**config.mk**
```make
export PLATFORM = sky130hd
export DESIGN_NAME = decode_seq_flat
export DESIGN_NICKNAME = d
export VERILOG_FILES = /design/src/rtl/isa_pkg.sv /design/src/rtl/decode_seq_if.sv /design/src/rtl/decode_seq_op_classify.sv /design/src/rtl/decode_seq.sv /design/src/flat_wrapper.sv
export SDC_FILE = /design/constraint.sdc
export NUM_CORES = 1
export LEC_CHECK = 0
export CAP_MARGIN = 20
export CORE_UTILIZATION = 45
export CTS_CLUSTER_SIZE = 40
export DETAILED_ROUTE_END_ITERATION = 6
export GPL_TIMING_DRIVEN = 0
export MAX_ROUTING_LAYER = met4
export PLACE_DENSITY = 0.83
export SYNTH_ARGS = -nofsm -noshare
export SYNTH_HDL_FRONTEND = slang
export SYNTH_HIERARCHICAL = 1
export SYNTH_SLANG_ARGS = --single-unit
```
**constraint.sdc**
```tcl
create_clock -name clk -period 6 [get_ports clk]
set_clock_uncertainty 0.2 [all_clocks]
set_input_delay 1.2 -clock clk [delete_from_list [all_inputs] [get_ports clk]]
set_output_delay 1.2 -clock clk [all_outputs]
set_load 0.005 [all_outputs]
```
**src/rtl/isa_pkg.sv**
```systemverilog
// Shared ISA definitions for the decode/sequencer: word geometry, opcode map,
// opcode classes and sequencer FSM states.
package isa_pkg;

    localparam int WORD_W = 20;
    localparam int REG_AW = 4;
    localparam int OPC_W  = 5;

    // Only the flow opcodes and the first code of each range are named;
    // the remaining codes are identified by their range.
    typedef enum logic [OPC_W-1:0] {
        OP_TRAP     = 5'h00,
        OP_NOP      = 5'h01,
        OP_JMP      = 5'h02,
        OP_JMPZ     = 5'h03,
        OP_JMPS     = 5'h04,
        OP_JMPZS    = 5'h05,
        OP_STATUS_LO = 5'h06,
        OP_LOGIC_LO = 5'h08,
        OP_SHIFT_LO = 5'h0C,
        OP_ARITH_LO = 5'h11,
        OP_CMP_LO   = 5'h17,
        OP_ILLEGAL_LO = 5'h1C
    } opcode_e;

    typedef enum logic [2:0] {
        CLS_FLOW,
        CLS_STATUS,
        CLS_LOGIC,
        CLS_SHIFT,
        CLS_ARITH,
        CLS_CMP,
        CLS_ILLEGAL
    } opclass_e;

    typedef enum logic [2:0] {
        ST_IDLE,
        ST_FETCH,
        ST_DECODE,
        ST_TARGET,
        ST_ISSUE,
        ST_WAIT,
        ST_TRAP
    } state_e;

    function automatic logic jump_taken(input logic [OPC_W-1:0] op,
                                        input logic zero,
                                        input logic sign);
        logic taken;
        taken = 1'b0;
        case (op)
            OP_JMP:   taken = 1'b1;
            OP_JMPZ:  taken = zero;
            OP_JMPS:  taken = sign;
            OP_JMPZS: taken = zero && sign;
            default:  taken = 1'b0;
        endcase
        return taken;
    endfunction

endpackage

```
**src/rtl/decode_seq_if.sv**
```systemverilog
// Bus bundle between the sequencer and its instruction memory, ALU and flags.
// The sequencer uses the master modport; the environment uses slave.
interface decode_seq_if;

    logic                        imem_req;
    logic [isa_pkg::WORD_W-1:0]  imem_addr;
    logic                        imem_ack;
    logic [isa_pkg::WORD_W-1:0]  imem_rdata;
    logic [isa_pkg::OPC_W-1:0]   alu_op;
    logic                        alu_mode;
    logic [isa_pkg::REG_AW-1:0]  rd_addr;
    logic [isa_pkg::REG_AW-1:0]  rs_addr;
    logic                        alu_valid;
    logic                        alu_done;
    logic                        flag_zero;
    logic                        flag_sign;
    logic [isa_pkg::WORD_W-1:0]  pc;
    logic                        trap;

    modport master (
        output imem_req, imem_addr, alu_op, alu_mode, rd_addr, rs_addr,
               alu_valid, pc, trap,
        input  imem_ack, imem_rdata, alu_done, flag_zero, flag_sign
    );

    modport slave (
        input  imem_req, imem_addr, alu_op, alu_mode, rd_addr, rs_addr,
               alu_valid, pc, trap,
        output imem_ack, imem_rdata, alu_done, flag_zero, flag_sign
    );

endinterface

```
**src/rtl/decode_seq_op_classify.sv**
```systemverilog
// Pure combinational opcode classifier: maps a 5-bit opcode onto its
// functional class and flags the four jump opcodes.
module op_classify
    import isa_pkg::*;
(
    input  logic [OPC_W-1:0] opcode_i,
    output opclass_e         opclass_o,
    output logic             is_jump_o
);

    always_comb begin
        opclass_o = CLS_ILLEGAL;
        is_jump_o = 1'b0;
        if (opcode_i <= OP_JMPZS) begin
            opclass_o = CLS_FLOW;
            is_jump_o = (opcode_i >= OP_JMP);
        end else if (opcode_i < OP_LOGIC_LO) begin
            opclass_o = CLS_STATUS;
        end else if (opcode_i < OP_SHIFT_LO) begin
            opclass_o = CLS_LOGIC;
        end else if (opcode_i < OP_ARITH_LO) begin
            opclass_o = CLS_SHIFT;
        end else if (opcode_i < OP_CMP_LO) begin
            opclass_o = CLS_ARITH;
        end else if (opcode_i < OP_ILLEGAL_LO) begin
            opclass_o = CLS_CMP;
        end
    end

endmodule

```
**src/rtl/decode_seq.sv**
```systemverilog
// Instruction fetch/decode sequencer: fetches words, resolves jumps and issues
// ALU operations. Define ILLEGAL_OPCODE_TRAP_EN to trap on opcodes 0x1C-0x1F.
module decode_seq
    import isa_pkg::*;
(
    input  logic          clk,
    input  logic          rst_n,
    decode_seq_if.master  bus
);

    state_e              state_q, state_d;
    logic [WORD_W-1:0]   pc_q, pc_d;
    logic [WORD_W-1:0]   instr_q, instr_d;
    logic [WORD_W-1:0]   pcNext;
    logic [OPC_W-1:0]    opcode;
    opclass_e            opClass;
    logic                isJump;
    logic                fetchReq;
    logic                aluValid;
    logic                unusedLowBits;

    assign opcode        = instr_q[19:15];
    assign pcNext        = pc_q + 20'd1;
    assign unusedLowBits = ^instr_q[5:0];

    op_classify u_op_classify (
        .opcode_i  (opcode),
        .opclass_o (opClass),
        .is_jump_o (isJump)
    );

    always_ff @(posedge clk or negedge rst_n) begin
        if (!rst_n) begin
            state_q <= ST_IDLE;
            pc_q    <= '0;
            instr_q <= '0;
        end else begin
            state_q <= state_d;
            pc_q    <= pc_d;
            instr_q <= instr_d;
        end
    end

    // imem_ack is only looked at in FETCH/TARGET and alu_done only in WAIT,
    // so stray pulses elsewhere fall through the default hold.
    always_comb begin
        state_d  = state_q;
        pc_d     = pc_q;
        instr_d  = instr_q;
        fetchReq = 1'b0;
        aluValid = 1'b0;
        case (state_q)
            ST_IDLE: begin
                state_d = ST_FETCH;
            end
            ST_FETCH: begin
                fetchReq = 1'b1;
                if (bus.imem_ack) begin
                    instr_d = bus.imem_rdata;
                    pc_d    = pcNext;
                    state_d = ST_DECODE;
                end
            end
            ST_DECODE: begin
                case (opClass)
                    CLS_FLOW: begin
                        if (opcode == OP_TRAP) begin
                            state_d = ST_TRAP;
                        end else if (isJump) begin
                            state_d = ST_TARGET;
                        end else begin
                            state_d = ST_FETCH;
                        end
                    end
                    CLS_ILLEGAL: begin
`ifdef ILLEGAL_OPCODE_TRAP_EN
                        state_d = ST_TRAP;
`else
                        state_d = ST_FETCH;
`endif
                    end
                    default: state_d = ST_ISSUE;
                endcase
            end
            ST_TARGET: begin
                fetchReq = 1'b1;
                if (bus.imem_ack) begin
                    pc_d    = jump_taken(opcode, bus.flag_zero, bus.flag_sign)
                              ? bus.imem_rdata : pcNext;
                    state_d = ST_FETCH;
                end
            end
            ST_ISSUE: begin
                aluValid = 1'b1;
                state_d  = ST_WAIT;
            end
            ST_WAIT: begin
                if (bus.alu_done) begin
                    state_d = ST_FETCH;
                end
            end
            ST_TRAP: begin
                state_d = ST_TRAP;
            end
            default: begin
                state_d = ST_IDLE;
            end
        endcase
    end

    // ALU fields come straight from the latched word, which only changes in
    // FETCH, so they hold steady from ISSUE through WAIT.
    assign bus.imem_req  = fetchReq;
    assign bus.imem_addr = fetchReq ? pc_q : '0;
    assign bus.alu_valid = aluValid;
    assign bus.alu_op    = instr_q[19:15];
    assign bus.alu_mode  = instr_q[14];
    assign bus.rd_addr   = instr_q[13:10];
    assign bus.rs_addr   = instr_q[9:6];
    assign bus.pc        = pc_q;
    assign bus.trap      = (state_q == ST_TRAP);

endmodule

```
**src/flat_wrapper.sv**
```systemverilog
// flat-port wrapper written by rule: the top's interface ports become plain ports
module decode_seq_flat import isa_pkg::*;
  (clk, rst_n, bus_imem_req, bus_imem_addr, bus_alu_op, bus_alu_mode, bus_rd_addr, bus_rs_addr, bus_alu_valid, bus_pc, bus_trap, bus_imem_ack, bus_imem_rdata, bus_alu_done, bus_flag_zero, bus_flag_sign);
  decode_seq_if bus_i ();
  input  logic clk;
  input  logic rst_n;
  output wire logic [$bits(bus_i.imem_req)-1:0] bus_imem_req;
  output wire logic [$bits(bus_i.imem_addr)-1:0] bus_imem_addr;
  output wire logic [$bits(bus_i.alu_op)-1:0] bus_alu_op;
  output wire logic [$bits(bus_i.alu_mode)-1:0] bus_alu_mode;
  output wire logic [$bits(bus_i.rd_addr)-1:0] bus_rd_addr;
  output wire logic [$bits(bus_i.rs_addr)-1:0] bus_rs_addr;
  output wire logic [$bits(bus_i.alu_valid)-1:0] bus_alu_valid;
  output wire logic [$bits(bus_i.pc)-1:0] bus_pc;
  output wire logic [$bits(bus_i.trap)-1:0] bus_trap;
  input wire logic [$bits(bus_i.imem_ack)-1:0] bus_imem_ack;
  input wire logic [$bits(bus_i.imem_rdata)-1:0] bus_imem_rdata;
  input wire logic [$bits(bus_i.alu_done)-1:0] bus_alu_done;
  input wire logic [$bits(bus_i.flag_zero)-1:0] bus_flag_zero;
  input wire logic [$bits(bus_i.flag_sign)-1:0] bus_flag_sign;
  assign bus_imem_req = bus_i.imem_req;
  assign bus_imem_addr = bus_i.imem_addr;
  assign bus_alu_op = bus_i.alu_op;
  assign bus_alu_mode = bus_i.alu_mode;
  assign bus_rd_addr = bus_i.rd_addr;
  assign bus_rs_addr = bus_i.rs_addr;
  assign bus_alu_valid = bus_i.alu_valid;
  assign bus_pc = bus_i.pc;
  assign bus_trap = bus_i.trap;
  assign bus_i.imem_ack = bus_imem_ack;
  assign bus_i.imem_rdata = bus_imem_rdata;
  assign bus_i.alu_done = bus_alu_done;
  assign bus_i.flag_zero = bus_flag_zero;
  assign bus_i.flag_sign = bus_flag_sign;
  decode_seq u_core (.clk(clk), .rst_n(rst_n), .bus(bus_i));
endmodule
```
# Word level (Yosys, flattened, before mapping)
# Index checks and enable logic that the tools add are counted.
dict set report totals {
  register_bits 43
  in_bits 26
  out_inout_bits 57
}
dict set report op_classes {
  addsub 1
  magnitude_cmp 7
  n_eq_ne 14
  mux 24
  reduce_logical 9
}
# op n
set ops {}
lappend ops {{$mux W20} 4}
lappend ops {{$pmux W20 S2} 1}
lappend ops {{$mux W3} 8}
lappend ops {{$pmux W3 S7} 1}
lappend ops {{$add A20 B1 Y20 const B} 1}
lappend ops {{$lt A5 B5 Y1 const B} 3}
lappend ops {{$eq A3 B3 Y1 const B} 4}
lappend ops {{$eq A5 B2 Y1 const B} 2}
lappend ops {{$eq A5 B3 Y1 const B} 2}
lappend ops {{$lt A5 B4 Y1 const B} 2}
lappend ops {{$eq A3 B2 Y1 const B} 2}
lappend ops {{$logic_not A3 Y1} 2}
lappend ops {{$mux W2} 3}
lappend ops {{$ne A2 B2 Y1 const B} 3}
lappend ops {{$pmux W3 S2} 1}
lappend ops {{$reduce_and A3 Y1} 2}
lappend ops {{$ge A5 B2 Y1 const B} 1}
lappend ops {{$le A5 B3 Y1 const B} 1}
lappend ops {{$logic_not A5 Y1} 1}
lappend ops {{$mux W1} 5}
lappend ops {{$pmux W1 S4} 1}
lappend ops {{$eq A3 B1 Y1 const B} 1}
lappend ops {{$reduce_and A2 Y1} 1}
lappend ops {{$reduce_bool A2 Y1} 1}
lappend ops {{2 further kinds} 2}

# Depth between registers and ports, before layout
# Gate-level depths: netlist (run 1).
dict set report logic_depth {
  ltp_word 10
  mapped_depth 7
}

# Cells and area by module
# The synthesis (run 1) kept the hierarchy.
# mod instances cells_per_inst area_each_um2
set by_module_without_submodules {}
lappend by_module_without_submodules {decode_seq 1 232 2158.3}
lappend by_module_without_submodules {op_classify 1 11 83.8}

# Worst setup path after synthesis (run 1)
# Ideal clock, no wire load.
dict set report synth_path {
  path_type {input to register}
  start {in bus_flag_zero}
  end {reg u_core.pc_q[12] (netlist: u_core/bus.pc[12])}
  setup_ns 0.139
  t_arrival_ns 2.319
  required_time_ns 5.661
  path_slack_ns 3.343
  cell_stages 7
  n_path_buf 2
  path_cell_list {inv_1 > a221o_1 > or2_1 > buf_6 > buf_2 > o22ai_1 > a2bb2oi_1}
}
dict set report synth_via {
  elab_chain_len 7
}
# item line_no
set synth_rtl {}
lappend synth_rtl {{start: declaration} flat_wrapper.sv:19} ;# input wire logic [$bits(bus_i.flag_zero)-1:0] bus_flag_zero;
lappend synth_rtl {{$logic_and A1 B1 Y1} isa_pkg.sv:55} ;# OP_JMPZS: taken = zero && sign;
lappend synth_rtl {{$pmux W1 S4 (*)} isa_pkg.sv:51} ;# case (op)
lappend synth_rtl {{$mux W1 (*)} decode_seq.sv:87} ;# if (bus.imem_ack) begin
lappend synth_rtl {{$mux W1 (*)} decode_seq.sv:52} ;# case (state_q)
lappend synth_rtl {{$mux W20 (*)} decode_seq.sv:89} ;# ? bus.imem_rdata : pcNext;
lappend synth_rtl {{$mux W20 (*)} decode_seq.sv:87}
lappend synth_rtl {{$pmux W20 S2 (*)} decode_seq.sv:52}
lappend synth_rtl {{end signal: assignment} decode_seq.sv:39} ;# pc_q <= pc_d;
lappend synth_rtl {{end: declaration} decode_seq.sv:12} ;# logic [WORD_W-1:0] pc_q, pc_d;
# Mark *: on every way between the ends. The rest lies on a longest branch, timed or not. The select of a mux whose other input is x is not followed.
# A chain may end at the register's enable or synchronous reset.

# Final worst setup path (run 1)
dict set report layout_path {
  start {reg u_core.state_q[2]}
  end {out bus_imem_addr[18]}
}
dict set report layout_via {
  elab_chain_len 4
}
# item line_no
set layout_rtl {}
lappend layout_rtl {{start: declaration} decode_seq.sv:11} ;# state_e state_q, state_d;
lappend layout_rtl {{start signal: assignment} decode_seq.sv:38} ;# state_q <= state_d;
lappend layout_rtl {{$eq A3 B1 Y1 or $eq A3 B2 Y1 (tied branches)} decode_seq.sv:52}
lappend layout_rtl {{$reduce_or A2 Y1 (no line) (*)} -}
lappend layout_rtl {{$mux W1 (*)} decode_seq.sv:52}
lappend layout_rtl {{$mux W20 (*)} decode_seq.sv:114} ;# assign bus.imem_addr = fetchReq ? pc_q : '0;
lappend layout_rtl {{end: declaration} flat_wrapper.sv:8} ;# output wire logic [$bits(bus_i.imem_addr)-1:0] bus_imem_addr;
# Mark *: on every way between the ends. The rest lies on a longest branch, timed or not.

==> results.ini, run 1 <==
[clock_network]
clk_latency_ns=0.30
cts_buffers=5
clkSlewWorstSetupHoldPaths_ns=0.07
cts.htree.levels=2
ctsResizeCount=0
tritoncts=done
post_cts_buffers=0
cts_sinks=37
clockRootBuffer=clkbuf_8
clock_path_buffers=2
hold_buffers=0

[detailed_routing]
post-route-drc-count=0
first_pass_iters=5
num_vias=2372
routed_wl_um=6730
routedWlPerCell_um=16.9
detail_route.iter0.violations=210
via_per_inst=5.94
drtAntennaViolNets=0

[run]
drv_cap=0

[finish]
n_antenna_cell=0
fill_cells=407
drive_gt1_share_pct=10.2
num-nets-final=359
stdcell_area_mm2=0.00323
syn_to_final_growth_pct=44.0
fin_util_pct=67.9

[placed_design]
place_ws_ns=2.63
dp_hpwl_um=4650
post_dp_cell_area_mm2=0.00314
place.gp.congestion=0.879
port_buffers=82

[global_route]
antenna_found_initial=0
grt_max_degree=38
grt.total_usage_pct=27.8
grt_pass1_wl_um=10700
overflow=0
first_global_vias=2200

[yosys]
synth_seq_cells=37
synthTopCellsByArea=dfrtp_1, mux2_2, and2_1
synth_most_common_cell=dfrtp_1
synth_largest_area_cell=dfrtp_1
synth-edff-count=0
netlist_area_mm2=0.00224
syn_avg_cell_area_um2=9.23
netlist_instances=243
synth_cell_types=48
synth_commonest_cells=dfrtp_1, and2_1, nand2_1, o21ai_0, a21oi_1
ys_async_sr_fraction_pct=100
yosys_warnings=6
synth_ff_type=dfrtp_1
synth_top_area_share_pct=41.3
syn_nets=270
synth_seq_area_share_pct=41.3

[die]
io-pin-count=83
die_y_um=72.6
placement_rows=25
start_util_pct=47.2
chipWidth_um=72.6
core_area_mm2=0.00475
die-area_mm2=0.00527

[setup_path]
setup.worst_path.end_class=primary output
crit_arrival_ns=2.09
cp_max_fo=10
required_ns=4.60
crit_type=flip-flop to primary output
cp-start-kind=flip-flop

[sta]
fin_crit_ns=3.49
timing.fmax_ghz=0.287
maxSlewViolCount=0
finalCritPeriodShare_pct=58.2
finalSetupViolCount=0
rsz0062_at_grt=false
tightest_slew_ns=0.863
max-slew-margin-rel_pct=42.5
layout_setup_ws_ns=2.51
hold_slack_ns=0.311
finalHoldViolCount=0
tns_ns=0

[min_path]
hp-class=flip-flop to flip-flop

[power_and_ir_drop]
vdd_drop_max_uv=238
leakagePower_nw=1.28
power_density_mw_per_mm2=520

[run_status]
status=finished clean

-- through the flow --
step                power [W]  instances
finish                0.00168        399
global route          0.00179        399
CTS                   0.00168        399
detailed placement    0.00149        392
global placement      0.00146        392
floorplan            0.000955        243
-- report_power, final --
| group | switching [W] | internal [W] | leakage (nW) |
|---|---|---|---|
| Sequential | 0.000165 | 0.000368 | 0.440 |
| Clock | 0.0000881 | 0.0000911 | 0.0443 |
| Combinational | 0.000389 | 0.000576 | 0.792 |
| Total | 0.000642 | 0.00104 | 1.28 |
-- area by class of cell --
type                       count  area [um^2]  area share [%]
multi-input combinational    185         1210            37.5
sequential                    37          926            28.7
timing repair buffer          82          816            25.3
clock buffer                   7         86.3            2.67
tap                           67         83.8            2.60
buffer                        14         80.1            2.48
inverter                       7         26.3           0.814
-- logic make-up (layout without fill, tap and decap cells) --
kind of cell,Yosys count,in the layout,synth area share [%]
adder cells (fa/ha/maj),1,1,0.558
AND/OR/NAND/NOR,90,90,21.4
buffers and inverters,21,110,4.74
flip-flops,37,37,41.3
multiplexers,18,18,9.04
XOR/XNOR,2,2,0.781
AO/OA/AOI/OAI,74,74,22.2
-- state kept, by name, summed over array words and instances, names as in the netlist --
register	cells
u_core/bus.pc	20
u_core/instr_q	14
u_core/state_q	3
-- critical path: stages, from the launching register on --
cell             delay, ns
dfrtp_1               0.44
nor2b_2               0.25
clkbuf_1              0.40
and2_1                0.21
clkdlybuf4s50_1       0.50
-- worst paths after layout --
| check | from | endpoint | slack (ns) | cells after the start |
|---|---|---|---|---|
| max in group asynchronous | rst_n | u_core/bus.pc[13] | 4.24 | 1 |
| worst max register to register | u_core/bus.pc[0] | u_core/bus.pc[10] | 3.54 | 6 |
| worst min register to register | u_core/instr_q[9] | u_core/instr_q[9] | 0.31 | 1 |
| min in group asynchronous | rst_n | u_core/instr_q[7] | 0.82 | 1 |
| worst min-delay path | u_core/instr_q[9] | u_core/instr_q[9] | 0.31 | 1 |
| worst max-delay path | u_core/state_q[2] | bus_imem_addr[18] | 2.51 | 4 |
-- per-layer routing --
metal  vias up  wire [um]  track usage, %
met5         -          0               -
met4         0         91            10.7
met3        11        540            5.11
met2       133       3320            42.8
met1      1158       2780            36.4
li1       1070          -               -
-- cell usage in the layout, fill, tap and decap left out, types with 3 or more instances in the layout --
cell type and n:
mux2_2 14, o21ai_0 17, nand2_1 17, buf_6 3, and2_1 22, clkbuf_1 10
inv_1 7, dfrtp_1 37, a21oi_1 16, clkbuf_8 6, nand4_1 5, nor2_1 13
nand3_1 14, nor3_1 5, o22ai_1 10, a2bb2oi_1 11, mux2i_1 3, a22oi_1 4
clkdlybuf4s50_1 81
No activity file was read; power rests on OpenSTA's default activity.
==> run 2, diff against run 1 <==
--- a/config.mk
+++ b/config.mk
@@ -6,12 +6,12 @@
 export NUM_CORES = 1
 export LEC_CHECK = 0
 export CAP_MARGIN = 20
-export CORE_UTILIZATION = 45
+export CORE_UTILIZATION = 40
 export CTS_CLUSTER_SIZE = 40
 export DETAILED_ROUTE_END_ITERATION = 6
 export GPL_TIMING_DRIVEN = 0
 export MAX_ROUTING_LAYER = met4
-export PLACE_DENSITY = 0.83
+export PLACE_DENSITY = 0.78
 export SYNTH_ARGS = -nofsm -noshare
 export SYNTH_HDL_FRONTEND = slang
 export SYNTH_HIERARCHICAL = 1
==> constraint.sdc (replaced) <==
create_clock -name clk -period 3.2 [get_ports clk]
set_clock_uncertainty 0.2 [all_clocks]
set_input_delay 0.64 -clock clk [delete_from_list [all_inputs] [get_ports clk]]
set_output_delay 0.64 -clock clk [all_outputs]
set_load 0.005 [all_outputs]
==> results.ini, run 2 (synthesis gave the netlist of run 1 again) <==
[run_status]
status=finished clean

[setup_path]
crit_type=flip-flop to primary output
cp-start-kind=flip-flop
slowest_delay_ns=0.50
cp_max_fo=10
required_ns=2.36
cpMaxStageDelayCell=clkdlybuf4s50_1
rr_worst_depth=6
setup.worst_path.end_class=primary output
crit_arrival_ns=2.12
worstPathCellList=nor2b_2, clkbuf_1, and2_1, clkdlybuf4s50_1

[placed_design]
dp_hpwl_um=4740
place.gp.congestion=0.850
post_dp_cell_area_mm2=0.00315
port_buffers=82

[clock_network]
cts_sinks=37
clkSlewWorstSetupHoldPaths_ns=0.07
clockRootBuffer=clkbuf_8
ctsResizeCount=0
cts.htree.levels=2
clk_latency_ns=0.29
cts_buffers=5
clock_path_buffers=2
post_cts_buffers=0
tritoncts=done
hold_buffers=0

[power_and_ir_drop]
power_density_mw_per_mm2=990
combPwrFrac_pct=55.9
pwr-share-clk_pct=13.2
seq_power_share_pct=30.9
leakagePower_nw=1.29
vdd_drop_max_uv=531
sw_frac_of_total_pct=37.3
p_switching_w=0.00121
p_int_w=0.00202

[detailed_routing]
detail_route.iter0.violations=224
post-route-drc-count=0
num_vias=2305
via_per_inst=5.72
routedWlPerCell_um=16.6
routed_wl_um=6670
first_pass_iters=5
drtAntennaViolNets=0

[sta]
hold_slack_ns=0.244
tns_ns=0
timing.fmax_ghz=0.337
tightest_slew_ns=0.838
finalHoldViolCount=0
finalSetupViolCount=0
finalCritPeriodShare_pct=92.6
rsz0062_at_grt=false
fin_crit_ns=2.96
maxSlewViolCount=0
max-slew-margin-rel_pct=44.1

[finish]
layout_commonest_cell=clkdlybuf4s50_1
fin_util_pct=62.3
num-nets-final=359
stdcell_area_mm2=0.00326
drive_gt1_share_pct=10.5
final_cell_mix=clkdlybuf4s50_1, dfrtp_1, and2_1
n_antenna_cell=0
syn_to_final_growth_pct=45.5
largest_reg_flops=20

[global_route]
antenna_found_initial=0
grt_pass1_wl_um=11100
grt.total_usage_pct=24.3
overflow=0
first_global_vias=2241
grt_max_degree=38

[die]
chipWidth_um=76.9
io-pin-count=83
die_y_um=76.9
placement_rows=26
die-area_mm2=0.00591
core_area_mm2=0.00524
start_util_pct=42.8

[min_path]
hp-class=primary input to asynchronous set/reset pin

[run]
drv_cap=0

-- run 2: changes by cell type in the layout (fill, tap and decap cells not counted) --
| cell | previous run | this run |
|---|---|---|
| bufinv_16 | 0 | 1 |
-- run 2: critical path, delay by kind of cell (launching register included) --
kind	cells	cell delay, ns
and+or+nand+nor	2	0.46
buffers and inverters	2	0.92
DFF	1	0.45
-- run 2: area by class of cell --
cell class	instances	area, um^2
buffer	14	80.1
clock inverter	1	30.0
fill	434	1980
sequential	37	926
clock buffer	7	86.3
inverter	7	26.3
tap	70	87.6
timing repair buffer	82	816
multi-input combinational	185	1210
-- run 2: per-stage QoR --
step	cells	setup WS [ns]	power, W
after global routing	403	0.135	0.00346
final	403	0.237	0.00323
after CTS	403	0.229	0.00323
after floorplan	243	1.10	0.00179
after detailed placement	395	0.356	0.00280
after global placement	395	0.378	0.00275
-- run 2: per-layer routing --
| layer | GRT usage, % | vias up | wire length (um) |
|---|---|---|---|
| met3 | 5.48 | 10 | 580 |
| met4 | 5.00 | 0 | 55 |
| met5 | - | - | 0 |
| li1 | - | 1065 | - |
| met1 | 32.3 | 1114 | 2890 |
| met2 | 37.9 | 116 | 3140 |
-- run 2: final timing paths --
| path | start | end | slack (ns) |
|---|---|---|---|
| hold / removal | rst_n | u_core/instr_q[9] | 0.24 |
| max in group asynchronous | rst_n | u_core/bus.pc[19] | 2.03 |
| setup / recovery | u_core/state_q[2] | bus_imem_addr[15] | 0.24 |
| setup reg to reg | u_core/bus.pc[0] | u_core/bus.pc[10] | 0.74 |
| hold reg to reg | u_core/instr_q[13] | u_core/instr_q[13] | 0.31 |
| min in group clk | u_core/instr_q[13] | u_core/instr_q[13] | 0.31 |
-- run 2: power groups by stage --
stage	combinational [W]	clock [W]	sequential, W
finish	0.00181	0.000427	0.000998
global route	0.00195	0.000450	0.00106
CTS	0.00181	0.000430	0.000997
detailed placement	0.00180	0	0.00100
global placement	0.00176	0	0.000989
floorplan	0.000845	0	0.000946
